<file path="src/rtl/led_blink_sched.sv">
// Round-robin owner of the single status LED: each granted requester gets
// its burst of blinks followed by a dark gap, then a one-cycle done pulse.
module led_blink_sched #(
    parameter int N_REQ              = 4,
    parameter int CNT_W              = 4,
    parameter int HALF_PERIOD_CYCLES = 12500000,
    parameter int GAP_HALF_PERIODS   = 2
) (
    input  logic                     clk,
    input  logic                     rst,
    input  logic [N_REQ-1:0]         req,
    input  logic [N_REQ*CNT_W-1:0]   cnt,
    output logic [N_REQ-1:0]         gnt,
    output logic [N_REQ-1:0]         done,
    output logic                     led,
    output logic                     busy
);

    localparam int PTR_W = (N_REQ > 1) ? $clog2(N_REQ) : 1;
    localparam int PW    = (HALF_PERIOD_CYCLES > 1) ? $clog2(HALF_PERIOD_CYCLES) : 1;
    localparam int GW    = (GAP_HALF_PERIODS > 1) ? $clog2(GAP_HALF_PERIODS) : 1;

    localparam logic [PW-1:0]    PRESC_MAX = PW'(HALF_PERIOD_CYCLES - 1);
    localparam logic [GW-1:0]    GAP_LAST  = GW'(GAP_HALF_PERIODS - 1);
    localparam logic [PTR_W-1:0] PTR_LAST  = PTR_W'(N_REQ - 1);

    localparam logic [1:0] IDLE = 2'd0;
    localparam logic [1:0] ON   = 2'd1;
    localparam logic [1:0] OFF  = 2'd2;
    localparam logic [1:0] GAP  = 2'd3;

    logic [1:0]       state;
    logic [PW-1:0]    presc;
    logic [GW-1:0]    gcnt;
    logic [CNT_W-1:0] remaining;
    logic [PTR_W-1:0] rr_ptr;
    logic [PTR_W-1:0] owner;

    logic             tick;
    logic [PTR_W-1:0] win;
    logic [PTR_W:0]   sum;
    logic             found;
    logic [CNT_W-1:0] cnt_sel;

    function automatic logic [N_REQ-1:0] onehot(input logic [PTR_W-1:0] i);
        logic [N_REQ-1:0] v;
        v    = '0;
        v[i] = 1'b1;
        return v;
    endfunction

    assign tick = (presc == PRESC_MAX);

    // First requesting index at or after rr_ptr, wrapping modulo N_REQ.
    always_comb begin
        win   = '0;
        found = 1'b0;
        sum   = '0;
        for (int k = 0; k < N_REQ; k++) begin
            sum = {1'b0, rr_ptr} + (PTR_W+1)'(k);
            if (sum >= (PTR_W+1)'(N_REQ))
                sum = sum - (PTR_W+1)'(N_REQ);
            if (!found && req[sum[PTR_W-1:0]]) begin
                found = 1'b1;
                win   = sum[PTR_W-1:0];
            end
        end
        cnt_sel = cnt[win*CNT_W +: CNT_W];
    end

    always_ff @(posedge clk or posedge rst) begin
        if (rst) begin
            state     <= IDLE;
            presc     <= '0;
            gcnt      <= '0;
            remaining <= '0;
            rr_ptr    <= '0;
            owner     <= '0;
            gnt       <= '0;
            done      <= '0;
            led       <= 1'b0;
            busy      <= 1'b0;
        end else begin
            done <= '0;
            // State changes only happen on tick, where presc wraps to 0 anyway,
            // so every state entry sees a cleared prescaler.
            if (state == IDLE || tick)
                presc <= '0;
            else
                presc <= presc + 1'b1;

            case (state)
                IDLE: begin
                    if (found) begin
                        owner     <= win;
                        gnt       <= onehot(win);
                        busy      <= 1'b1;
                        remaining <= cnt_sel;
                        gcnt      <= '0;
                        if (cnt_sel != '0) begin
                            state <= ON;
                            led   <= 1'b1;
                        end else begin
                            state <= GAP;
                        end
                    end
                end
                ON: begin
                    if (tick) begin
                        state <= OFF;
                        led   <= 1'b0;
                    end
                end
                OFF: begin
                    if (tick) begin
                        remaining <= (remaining != '0) ? remaining - 1'b1 : '0;
                        if (remaining <= CNT_W'(1)) begin
                            state <= GAP;
                            gcnt  <= '0;
                        end else begin
                            state <= ON;
                            led   <= 1'b1;
                        end
                    end
                end
                GAP: begin
                    if (tick) begin
                        if (gcnt == GAP_LAST) begin
                            state  <= IDLE;
                            gnt    <= '0;
                            busy   <= 1'b0;
                            done   <= onehot(owner);
                            rr_ptr <= (owner == PTR_LAST) ? '0 : owner + 1'b1;
                        end else begin
                            gcnt <= gcnt + 1'b1;
                        end
                    end
                end
                default: state <= IDLE;
            endcase
        end
    end

endmodule

</file>
<file path="config.mk">
export PLATFORM = sky130hd
export DESIGN_NAME = led_blink_sched
export DESIGN_NICKNAME = d
export VERILOG_FILES = /design/src/rtl/led_blink_sched.sv
export SDC_FILE = /design/constraint.sdc
export NUM_CORES = 1
export LEC_CHECK = 0
export CORE_MARGIN = 2
export CORE_UTILIZATION = 50
export DETAILED_ROUTE_END_ITERATION = 6
export GPL_TIMING_DRIVEN = 0
export PLACE_DENSITY = 0.76
export SLEW_MARGIN = 5
export SYNTH_ARGS = -nofsm -noshare
export SYNTH_HDL_FRONTEND = slang
export SYNTH_SLANG_ARGS = --single-unit
</file>
<file path="constraint.sdc">
create_clock -name clk -period 2 [get_ports clk]
set_input_delay 0.3 -clock clk [delete_from_list [all_inputs] [get_ports clk]]
set_output_delay 0.3 -clock clk [all_outputs]
set_load 0.01 [all_outputs]
</file>
* After elaboration in Yosys (flattened, before gate mapping)
Index checks and enable logic that the tools add are counted.
** Storage, ports and cells
- Bits in registers :: 45
- Bits of input ports :: 22
- Output and inout port bits :: 10
- Word-level logic and storage cells :: 132
** Operators by class
- Add/sub/neg operators :: 11
- Order comparisons :: 13
- Equality and inequality tests :: 13
- Shift-type cells :: 1
- Multiplexer cells :: 61
- Reductions and logical operators :: 23
** Operators by type and width (number)
- 4-bit 2-to-1 mux :: 9
- 2-bit 2-to-1 mux :: 16
- 24-bit by 1-bit adder with 24-bit output, second input constant :: 1
- 24-bit == test, second input constant :: 1
- 24-bit 2-to-1 mux :: 1
- 1-bit 2-to-1 mux :: 23
- 2-bit by 3-bit less-than comparator with 1-bit output, second input constant :: 6
- 4-bit case mux with 2 select lines :: 2
- 16-bit by 5-bit indexed part select with 4-bit output :: 1
- 2-bit != test, second input constant :: 7
- 5-bit AND reduction :: 2
- 3-bit >= comparator, second input constant :: 3
- 1-bit binary-select mux with 2-bit select :: 4
- 2-bit case mux with 4 select lines :: 1
- 4-bit nonzero test :: 2
- 2-bit by 1-bit subtractor with 2-bit output, second input constant :: 4
- 2-bit by 2-bit adder with 3-bit output, second input constant :: 2
- 2-bit == test, second input constant :: 3
- 1-bit case mux with 3 select lines :: 2
- 3-bit AND reduction :: 2
- 6-bit AND reduction :: 1
- 3-bit nonzero test :: 2
- 1-bit logical AND :: 5
- 1-bit demux with 2-bit select :: 2
- 16 further kinds :: 20

* Logic depth before layout (Yosys ltp)
- Word-level depth :: 20
- Mapped depth :: 8
- Depth with buffers taken out :: 8

* Worst setup path after synthesis
OpenSTA, ideal clock, no wires.
- Kind :: reg-to-reg
- Start :: reg rr_ptr[1]
- End :: reg led
- Setup time :: 0.127 ns
- Data arrival time :: 1.869 ns
- Required time :: 1.873 ns
- Path slack :: 0.004 ns
- Stages on the path, launching flop included :: 9
- Path buffers :: 1
- Clock period less this slack :: 1.996 ns
- Cell sequence :: dfrtp_1 -> nand2_1 -> nand3b_1 -> a2bb2oi_1 -> buf_6 -> mux4_2 -> nor3_2 -> a211oi_2 -> mux2i_1
** On the way
- Cells in the longest elaborated chain, start to end :: 18
- Elaborated cells on any way between the ends :: 42
- Classes of those cells :: add/sub: 7; order compare: 4; eq/ne: 2; shift: 1; mux: 20; reduce/logical: 8
** Ends and longest elaborated chain
- start, declared :: RTL line 36 : logic [PTR_W-1:0] rr_ptr;
- start signal, assigned :: RTL line 133 : rr_ptr <= (owner == PTR_LAST) ? '0 : owner + 1'b1;
- branches (longest 17 deep; another with 2-bit by 1-bit adder with 3-bit output)
- 6-bit AND reduction (no source line) *
- end signal, assigned :: RTL line 81 : led <= 1'b0;
- end signal, assigned :: RTL line 102 : led <= 1'b1;
- end signal, assigned :: RTL line 111 : led <= 1'b0;
- end, declared :: RTL line 15 : output logic led,
Mark *: on every way between the ends. The select of a mux whose other input is x is not followed.
A chain may end at the register's enable or synchronous reset.

* Worst setup path after layout
- Start :: reg presc[0]
- End :: reg state[1]
** On the way
- Cells in the longest elaborated chain, start to end :: 3
- Elaborated cells on any way between the ends :: 5
- Classes of those cells :: eq/ne: 4; reduce/logical: 1
** Ends and longest elaborated chain
- start, declared :: RTL line 33 : logic [PW-1:0] presc;
- start signal, assigned :: RTL line 90 : presc <= presc + 1'b1;
- 24-bit == test * :: RTL line 52 : assign tick = (presc == PRESC_MAX);
- 2-bit != test (no source line)
- 5-bit AND reduction (no source line) *
- end signal, assigned :: RTL line 73 : state <= IDLE;
- end signal, assigned :: RTL line 101 : state <= ON;
- end signal, assigned :: RTL line 104 : state <= GAP;
- end, declared :: RTL line 32 : logic [1:0] state;
Every way passes the cells marked *; elsewhere a longest branch is shown, timed or not.

==> metrics.csv <==
stage,metric,value,unit
routing,drt pass-1 iters,4,
setup_path,R2R cell count,9,
synth,mapped cell area,2536,µm²
global_routing,number of global-route vias before repair,2027,
synth,"FF+latch count, synth",45,
synth,Synth Flop Type,dfrtp_1,
setup_path,crit path launch type,flip-flop,
placed_design,GP Congestion,0.8773,
cells_and_area,ANT cells,0,
routing,post-route ant nets,0,
routing,DR WL/cell,13.63,µm
floorplan,Initial Util,0.5265,
synth,YS warnings,0,
pwr,combinational fraction of design power,0.073,
setup_path,Slowest cell on crit path,dfrtp_1,
routing,drt total wl,5139,µm
pwr,internal power,0.001387,W
cts,Root Buffer,clkbuf_8,
timing,setup slack after layout,-62.45,ps
cells_and_area,Final #Nets,340,
setup_path,reg-to-reg critical path endpoint,state[1],
global_routing,total grt overflow,0,
global_routing,global-route wire length before repair,9032,µm
setup_path,R2R Setup Slk,-60,ps
flow_run,maxcap violations,0,
routing,Starting DRT DRC Count,69,
floorplan,Ports,32,
setup_path,CP arrival,2250,ps
synth,"Seq/Total Area, Yosys",0.4440,
setup_path,CP Class,flip-flop to flip-flop,
setup_path,data required time of the worst path,2190,ps
outcome,violated checks,negative setup slack,
floorplan,Core Area,4817,µm²
synth,most frequent cells after synthesis,"dfrtp_1, nor2_1, nand2_1, a21oi_1, inv_1",
timing,Max Fclk,0.4849,GHz
cts,worst skew pair latency,300,ps
floorplan,chip width,75.22,µm
timing,Slew @ Worst Pin,496.0,ps
synth,Yosys cell types,50,
synth,cell taking the most area after synthesis,dfrtp_1,
global_routing,initial antenna violation count,0,
synth,Syn Area/Cell,9.907,µm²
pwr,Sw Share,0.2070,
cells_and_area,share of layout cells above drive strength 1,0.2032,
routing,Residual DRC,0,
placed_design,Port Buf Inserts,31,
setup_path,"CP delay by family, top",simple AND/OR/NAND/NOR gates,
placed_design,dpl hpwl,3639,µm
setup_path,Worst path max stage delay,400,ps
synth,ys async rst share,1.000,
timing,RSZ-0062 raised after global routing,true,
outcome,status,finished with violations,
timing,Final Max Slew Viols,0,
timing,Clock Skew,6.492,ps
setup_path,FF-to-FF Start,presc[0],
timing,Fin. Hold Viols,0,
floorplan,Die H,75.22,µm
hold_path,path category of the worst min-delay check,primary input to async pin,
cts,Sink Count,45,
synth,"top cells by area, synth","dfrtp_1, nor2_1, ha_1",
placed_design,Placement Setup Slack,-567.4,ps
cts,CTS Buf Count,5,
synth,post-synth top area share,0.4440,
global_routing,Total GRT Usage,0.2102,
setup_path,Crit. End Element,flip-flop,
cts,clock transition at the registers of the reported paths,80,ps
synth,Post-synth EDFFs,0,
timing,Final setup viols,8,
cts,Clock Tree Buf Depth,2,
floorplan,row cnt,25,
setup_path,"Buf+Inv Stages, Crit Path",2,
pwr,Net Sw Power,0.0003620,W
cells_and_area,Area Overhead vs Synth,27.92,%
pwr,clock power share,0.407,
pwr,VDD IR max,421.0,µV
floorplan,die area,5658,µm²
placed_design,post-placement cell area,2950,µm²
synth,post-synthesis cell count,256,
routing,vias per std cell,5.252,
synth,top-count cell post-synth,dfrtp_1,
timing,Final Cycle Share,1.031,
synth,Synthesized Nets,287,
routing,detailed-route via count,1980,
pwr,P per Cell Area,539.1,nW/µm²
timing,crit path time final,2062,ps
setup_path,cell mode on critical path,buf_4,
setup_path,cells along the critical path,ha_2 -> nand4_1 -> nor4b_4 -> buf_4 -> buf_4 -> nor2_1 -> o21ai_1 -> nand2_1 -> mux2i_1,
pwr,Pleak,1.484,nW
cts,H-tree Lvls,2,
cts,CTS tree,built,
global_routing,pin count of the biggest net entering global routing,40,
cells_and_area,final core utilization,0.6735,
pwr,Reg power frac,0.520,
timing,setup_tns,-301.8,ps
timing,Relative slew margins,0.6663,
setup_path,Critical Path Fanout Max,4,
cells_and_area,post-route cell area,3244,µm²
timing,hold_ws,215.9,ps
-- cells in the final DEF, fill, tap and decap left out, types with 8 or more instances in the layout --
master	netlist	routed
a21oi_1	11	9
buf_4	1	18
clkdlybuf4s50_1	0	28
dfrtp_1	45	41
ha_1	9	8
inv_1	11	10
nand2_1	24	23
nand3_1	10	10
nor2_1	39	38
xnor2_1	10	10
xor2_1	10	10
-- worst reg2reg max path: stages (launching register included) --
cell	delay [ps]
dfrtp_1	400
ha_2	220
nand4_1	200
nor4b_4	380
buf_4	180
buf_4	110
nor2_1	50
o21ai_1	160
nand2_1	120
mux2i_1	130
-- per-stage QoR --
| step | total power [W] | instances |
|---|---|---|
| after detailed placement | 0.001048 | 355 |
| final | 0.001749 | 377 |
| after CTS | 0.001774 | 374 |
| after floorplan | 0.0009854 | 256 |
| after global routing | 0.001825 | 377 |
| after global placement | 0.001041 | 354 |
-- how the worst max path moves through the flow --
stage	startpoint	to	slack [ps]	depth (start not counted)
floorplan	rr_ptr[1]	led	4	8
global placement	req[0]	led	-530	8
detailed placement	req[0]	led	-570	8
CTS	presc[14]	remaining[3]	-60	8
global route	presc[0]	state[1]	-150	9
finish	presc[0]	state[1]	-60	9
-- kinds of logic after synthesis --
group / count (synthesis) / share of synthesized area
multiplexers: 16 / 0.08387
adder cells (fa/ha/maj): 9 / 0.04440
AO/OA/AOI/OAI: 35 / 0.09177
XOR/XNOR: 20 / 0.06906
flip-flops: 45 / 0.4440
buffers and inverters: 19 / 0.03651
AND/OR/NAND/NOR: 112 / 0.2304
-- per-layer routing --
metal / wire, µm / track usage / part of all wire / vias up
met3: 180 / 0.04418 / 0.035 / 11
met4: 115 / 0.07602 / 0.022 / 0
met2: 2616 / 0.3733 / 0.51 / 34
met5: 0 / 0 / 0 / -
met1: 2225 / 0.2515 / 0.43 / 950
li1: - / - / - / 985
-- sequential cells by signal (all words and copies together), names as in the netlist --
name,count
remaining,4
rr_ptr,2
busy,1
owner,2
done,4
led,1
gcnt,1
presc,24
state,2
gnt,4
-- power by group through the flow --
stage                     Combinational, W  Sequential [W]  Clock, W
after CTS                         0.000129        0.000909  0.000737
after floorplan                  0.0000583        0.000927         0
final                             0.000128        0.000909  0.000712
after detailed placement          0.000121        0.000927         0
after global routing              0.000142        0.000909  0.000774
after global placement            0.000113        0.000927         0
-- timing repair --
| action | CTS | global route |
|---|---|---|
| pin swaps | 10 | 8 |
| setup endpoints to repair | 36 | 17 |
| buffers inserted | 13 | 3 |
| gates resized for setup | 19 | 12 |
| hold buffers | 0 | 0 |
-- final cells by class --
class                           instances  area (µm²)
Inverter                               11       41.29
Fill cell                             410        1573
Tap cell                               67       83.83
Buffer                                  6       43.79
Multi-Input combinational cell        192        1378
Sequential cell                        45        1131
Timing Repair Buffer                   48       450.4
Clock inverter                          1       30.03
Clock buffer                            7       86.33
(Power assumes the default switching activity.)
